<file path="src/rtl/lsu_pkg.sv">
// lsu_pkg: shared access-size/state enums and the misalignment check for the LSU
package lsu_pkg;
  typedef enum logic [1:0] {SZ_BYTE = 2'b00, SZ_HALF = 2'b01, SZ_WORD = 2'b10, SZ_ILL = 2'b11} size_e;
  typedef enum logic {ST_IDLE = 1'b0, ST_WRITE = 1'b1} state_e;
  function automatic logic misaligned(input size_e s, input logic [1:0] a);
    return (s == SZ_HALF && a[0]) || (s == SZ_WORD && a != 2'b00) || s == SZ_ILL;
  endfunction
endpackage

</file>
<file path="src/rtl/lsu_lane_align.sv">
// lsu_lane_align: byte/half lane extract+extend for loads and lane merge for stores (word in, word/ld/st out)
module lsu_lane_align
  import lsu_pkg::*;
(
  input  logic [31:0] word,
  input  logic [1:0]  a,
  input  size_e       size,
  input  logic        uns,
  input  logic [31:0] wdata,
  output logic [31:0] ld,
  output logic [31:0] st
);
  logic [7:0]  b;
  logic [15:0] h;
  always_comb begin
    b  = word[{a, 3'b000} +: 8];
    h  = word[{a[1], 4'b0000} +: 16];
    ld = size == SZ_BYTE ? {{24{~uns & b[7]}}, b} :
         size == SZ_HALF ? {{16{~uns & h[15]}}, h} : word;
    st = wdata;
    if (size == SZ_BYTE) begin
      st = word;
      st[{a, 3'b000} +: 8] = wdata[7:0];
    end else if (size == SZ_HALF) begin
      st = word;
      st[{a[1], 4'b0000} +: 16] = wdata[15:0];
    end
  end
endmodule

</file>
<file path="src/rtl/lsu_subword_rmw.sv">
// lsu_subword_rmw: MEM-stage load/store front-end; zero-latency loads, 1-cycle word stores, 2-cycle sub-word RMW stores
module lsu_subword_rmw
  import lsu_pkg::*;
#(
  parameter int DATA_W     = 32,
  parameter int DEPTH_LOG2 = 6
) (
  input  logic              CLK,
  input  logic              RST,
  input  logic              req_valid,
  input  logic              req_we,
  input  logic [1:0]        req_size,
  input  logic              req_unsigned,
  input  logic [DATA_W-1:0] req_addr,
  input  logic [DATA_W-1:0] req_wdata,
  output logic              stall,
  output logic [DATA_W-1:0] load_data,
  output logic              misalign_err,
  output logic              mem_we,
  output logic [DATA_W-1:0] mem_a,
  output logic [DATA_W-1:0] mem_wd,
  input  logic [DATA_W-1:0] mem_rd
);
  state_e                state, state_n;
  size_e                 size, size_q;
  logic [DATA_W-1:0]     rd_q, wdata_q;
  logic [DEPTH_LOG2+1:0] addr_q;
  logic                  idle, go;
  logic [DATA_W-1:0]     al_ld, al_st;
  assign size = size_e'(req_size);
  assign idle = state == ST_IDLE;
  assign go   = idle && req_valid && !misaligned(size, req_addr[1:0]);
  assign mem_a = DATA_W'(idle ? req_addr[DEPTH_LOG2+1:2] : addr_q[DEPTH_LOG2+1:2]);
  // One aligner serves both paths: live request in IDLE, latched RMW context in WRITE.
  lsu_lane_align u_align (
    .word  (idle ? mem_rd : rd_q),
    .a     (idle ? req_addr[1:0] : addr_q[1:0]),
    .size  (idle ? size : size_q),
    .uns   (req_unsigned),
    .wdata (idle ? req_wdata : wdata_q),
    .ld    (al_ld),
    .st    (al_st)
  );
  assign mem_wd = al_st;
  always_comb begin
    state_n   = state;
    stall     = 1'b0;
    mem_we    = 1'b0;
    load_data = '0;
    if (!idle) begin
      mem_we  = !RST;
      state_n = ST_IDLE;
    end else if (go && req_we && size == SZ_WORD) mem_we = 1'b1;
    else if (go && req_we) begin
      stall   = 1'b1;
      state_n = ST_WRITE;
    end else if (go) load_data = al_ld;
  end
  always_ff @(posedge CLK) begin
    if (RST) begin
      state        <= ST_IDLE;
      misalign_err <= 1'b0;
      rd_q         <= '0;
      addr_q       <= '0;
      size_q       <= SZ_BYTE;
      wdata_q      <= '0;
    end else begin
      state        <= state_n;
      misalign_err <= idle && req_valid && misaligned(size, req_addr[1:0]);
      if (idle && state_n == ST_WRITE) begin
        rd_q    <= mem_rd;
        addr_q  <= req_addr[DEPTH_LOG2+1:0];
        size_q  <= size;
        wdata_q <= req_wdata;
      end
    end
  end
endmodule

</file>
<file path="config.mk">
export PLATFORM = sky130hd
export DESIGN_NAME = lsu_subword_rmw
export DESIGN_NICKNAME = d
export VERILOG_FILES = /design/src/rtl/lsu_pkg.sv /design/src/rtl/lsu_lane_align.sv /design/src/rtl/lsu_subword_rmw.sv
export SDC_FILE = /design/constraint.sdc
export NUM_CORES = 1
export LEC_CHECK = 0
export CAP_MARGIN = 10
export CORE_MARGIN = 4
export CORE_UTILIZATION = 51
export DETAILED_ROUTE_END_ITERATION = 12
export GPL_TIMING_DRIVEN = 0
export PLACE_DENSITY = 0.91
export SYNTH_ARGS = -nofsm -noshare
export SYNTH_HDL_FRONTEND = slang
export SYNTH_SLANG_ARGS = --single-unit
</file>
<file path="constraint.sdc">
create_clock -name CLK -period 4.8 [get_ports CLK]
set_clock_uncertainty 0.05 [all_clocks]
set_input_delay 0.48 -clock CLK [delete_from_list [all_inputs] [get_ports CLK]]
set_output_delay 0.48 -clock CLK [all_outputs]
set_load 0.01 [all_outputs]
</file>
==> summary.txt <==
Detailed routing
  • Number of remaining DRC errors: 0
  • Detailed-router iteration count before antenna repair: 8
  • Post-detailed-route count of antenna-violating nets: 0
  • Post-detailed-route via-to-cell ratio: 6.239
  • Violation count after the first detailed-routing iteration: 704
  • Via total after detailed routing: 6064
  • Drt total wl: 21250 microns
  • Mean routed wirelength per cell: 21.86 microns

Final layout
  • Filler cells: 897
  • Share of cells above drive strength 1: 14.11%
  • Diode count: 0
  • Area Overhead vs Synth: 35.09%
  • Post-layout net count: 933

Placement
  • Routability cong.: 1.000
  • Port-buffer cells: 149
  • HPWL reported at the end of detailed placement: 15860 microns

Synth
  • Sequential fraction of the synthesis area: 25.55%
  • Share of cell area taken by muxes after synthesis: 33.56%
  • Adder-cell share of the synthesized area: 1.051%
  • Post-Syn Area per Cell: 9.304 sq um
  • Top-area cell type share of the netlist area: 26.56%
  • Most frequent cell after synthesis: sky130_fd_sc_hd__mux2i_1
  • Number of enable-type register cells in the synthesized netlist: 0
  • Post-synthesis xor/xnor area fraction: 0%
  • Number of distinct library cells after synthesis: 61
  • #FFs+latches synth: 76
  • Top flip-flop cell by instance count after synthesis: sky130_fd_sc_hd__dfxtp_1
  • Leading area contributor after synthesis: sky130_fd_sc_hd__mux2i_1
  • Number of instances in the synthesized netlist: 640
  • Top cells by area in the synthesized netlist: sky130_fd_sc_hd__mux2i_1 (27%), sky130_fd_sc_hd__dfxtp_1 (26%), sky130_fd_sc_hd__nor2_1 (5.2%)
  • Compound-Gate Fraction of Synth Area: 18.11%
  • Synthesis Warnings: 0
  • Combinational family with the most area after synthesis: multiplexers
  • Post-synthesis share of cell area spent on and, or, nand and nor gates: 11.79%
  • Share of async-settable or async-resettable flops after synthesis: 0%
  • Leading post-synthesis cells by instance count: sky130_fd_sc_hd__mux2i_1 (158), sky130_fd_sc_hd__nor2_1 (82), sky130_fd_sc_hd__dfxtp_1 (76), sky130_fd_sc_hd__buf_4 (33), sky130_fd_sc_hd__o221ai_1 (24)
  • Post-synthesis cell area: 5954 sq um

Die
  • Effective utilization at floorplan: 52.15%
  • Cell row count: 39
  • I/O pin count: 202
  • Die area: 13470 sq um
  • CORE AREA: 11420 sq um
  • Die X: 116.1 microns
  • Die height: 116.1 microns

Setup path
  • Critical Path Source: req_addr[1]
  • Cell count of the worst reg-to-reg path: 8
  • Crit path max fanout: 12
  • Category of the critical setup timing path: input pin to output port
  • Critical Path Source Type: input pin
  • Arrival time of data at the critical path endpoint: 4.18 ns
  • Critical Path RT: 4.27 ns
  • Launch point of the worst reg-to-reg path: state$_SDFF_PP0_
  • Capturing element type of the critical path: output port

CTS
  • # H-tree levels: 3
  • TritonCTS clock tree: built
  • Post-CTS resize count: 0
  • Clock edge transition at the registers on the reported setup and hold paths: 0.06 ns
  • CTS root buf: sky130_fd_sc_hd__clkbuf_16
  • Sink Count: 76
  • Hold buffer count at cts: 0
  • Clock network latency to the later pin of the worst-skew pair: 0.34 ns
  • Setup Fix Bufs, Post-CTS: 0
  • Clock buffer depth: 2
  • Number of buffers created by CTS: 9

Timing
  • Worst Max-Slew Pin Slew: 1.086 ns
  • Final number of setup-violating endpoints: 0
  • Crit share post-route: 98.03%
  • Pins Over Slew Limit: 0
  • Upper clock frequency limit: 212.5 MHz
  • Setup repair after global routing missed its margin: no
  • Relative max-transition margin: 27.15%
  • Shortest period the worst path allows: 4.706 ns
  • Endpoints failing hold: 0
  • Final total negative setup slack: 0 ns

Status
  • Run status: finished, final reports clean

Global route
  • Number of antenna violations at the first check in global routing: 0
  • Via count of the first global-routing pass: 6012
  • Largest net degree at the start of global routing: 13
  • Global-route congestion overflow total: 0
  • Global-route wire length before repair: 31680 microns
  • Total global-route track usage: 30.59%

Power
  • Total power draw: 1.981 mW
  • Maximum VDD drop: 0.2002 mV
  • Ratio of total power to cell area: 246.2 nW/um^2
  • Static leakage: 2.879 nW

Min path
  • Worst hold stages: 2
  • Worst min-delay path startpoint: addr_q[7]$_SDFFE_PP0P_
  • Classification of the worst-slack hold path: flop to flop

Job
  • Max-capacitance violation count: 0
==> worst max-delay path, stage by stage <==
cell                              delay, ns
sky130_fd_sc_hd__clkdlybuf4s50_1       0.50
sky130_fd_sc_hd__mux2i_4               0.28
sky130_fd_sc_hd__buf_1                 0.53
sky130_fd_sc_hd__ha_1                  0.25
sky130_fd_sc_hd__nor3b_1               0.35
sky130_fd_sc_hd__nand3_1               0.34
sky130_fd_sc_hd__o221a_1               0.38
sky130_fd_sc_hd__a221oi_1              0.42
sky130_fd_sc_hd__clkdlybuf4s50_1       0.63
==> where the power goes <==
part           internal [mW]  total [mW]  leakage [nW]  switching [mW]
Combinational          0.273       0.566          2.11           0.293
Clock                  0.480       0.754         0.158           0.274
Sequential             0.650       0.660         0.616          0.0103
Total                   1.40        1.98          2.88           0.578
==> layout make-up <==
type                    count  area [sq um]  share of cell area [%]
flip-flops and latches     76          1521                   18.91
inverters                  17         63.81                  0.7933
clock inverters             4         72.57                  0.9022
clock buffers              11         252.7                   3.142
multi-input cells         489          3939                   48.97
well taps                 143         178.9                   2.224
plain buffers              83         524.3                   6.517
repair buffers            149          1491                   18.54
==> sequential cells by signal, summed over array words and instances, names as in the netlist <==
name          cells
wdata_q          32
state             1
addr_q            8
misalign_err      1
size_q            2
rd_q             32
==> cells in the final DEF, fill, tap and decap left out, types with 4 or more instances in the layout <==
cell type                         Yosys  routed
sky130_fd_sc_hd__o221ai_1            24      24
sky130_fd_sc_hd__conb_1               1      26
sky130_fd_sc_hd__nand2_1             18      18
sky130_fd_sc_hd__buf_2               11      11
sky130_fd_sc_hd__dfxtp_1             76      76
sky130_fd_sc_hd__clkbuf_1            23      23
sky130_fd_sc_hd__ha_1                 5       5
sky130_fd_sc_hd__mux2i_1            158     158
sky130_fd_sc_hd__nand3b_1             6       6
sky130_fd_sc_hd__o211a_1              5       5
sky130_fd_sc_hd__a21oi_1             10      10
sky130_fd_sc_hd__a211oi_1             8       8
sky130_fd_sc_hd__a2111oi_2           11      11
sky130_fd_sc_hd__o31a_1               8       8
sky130_fd_sc_hd__inv_1               15      15
sky130_fd_sc_hd__clkdlybuf4s50_1      0     149
sky130_fd_sc_hd__nor2_1              82      82
sky130_fd_sc_hd__buf_6               10      10
sky130_fd_sc_hd__buf_1                6       6
sky130_fd_sc_hd__mux2_2              16      16
sky130_fd_sc_hd__buf_4               33      33
sky130_fd_sc_hd__a221oi_1             4       4
sky130_fd_sc_hd__o21a_1              17      17
sky130_fd_sc_hd__o22ai_1              4       4
sky130_fd_sc_hd__o21ai_0              8       8
sky130_fd_sc_hd__a221o_1              4       4
sky130_fd_sc_hd__nand3_1             18      18
sky130_fd_sc_hd__mux4_2               7       7
sky130_fd_sc_hd__clkbuf_16            0       9
==> worst paths after layout <==
kind	endpoint	slack, ns
worst max-delay path	mem_wd[17]	0.09
worst min-delay path	addr_q[7]$_SDFFE_PP0P_	0.44
worst max register to register	rd_q[14]$_SDFFE_PP0P_	2.56
worst min register to register	addr_q[7]$_SDFFE_PP0P_	0.44
==> per-stage QoR <==
stage	hold slack (ns)	worst slack (ns)	cell area, sq um	std cells	util (%)
2_1_floorplan	0.4009	1.826	6048	665	-
3_3_place_gp	0.4118	0.4596	7719	957	67.60
3_5_place_dp	0.4313	0.4473	7719	957	67.60
4_1_cts	0.4450	0.3139	8044	972	70.45
5_1_grt	0.4660	0.01838	8044	972	70.45
6_report	0.4419	0.09443	8044	972	70.45
==> per-layer routing <==
metal	share of wire, %	track usage, %
met1	38	38.54
met2	45	47.30
met3	12	8.303
met4	5.4	17.17
met5	0	0
==> cell families (layout without fill, tap and decap cells) <==
| logic type | Yosys count | after routing |
|---|---|---|
| muxes | 185 | 185 |
| and+or+nand+nor | 149 | 149 |
| AOI/OAI and AO/OA | 124 | 124 |
| buffers and inverters | 100 | 264 |
| DFF | 76 | 76 |
| adders and majority gates | 5 | 5 |
| other | 1 | 26 |
Power figures use the tool's default switching activity.
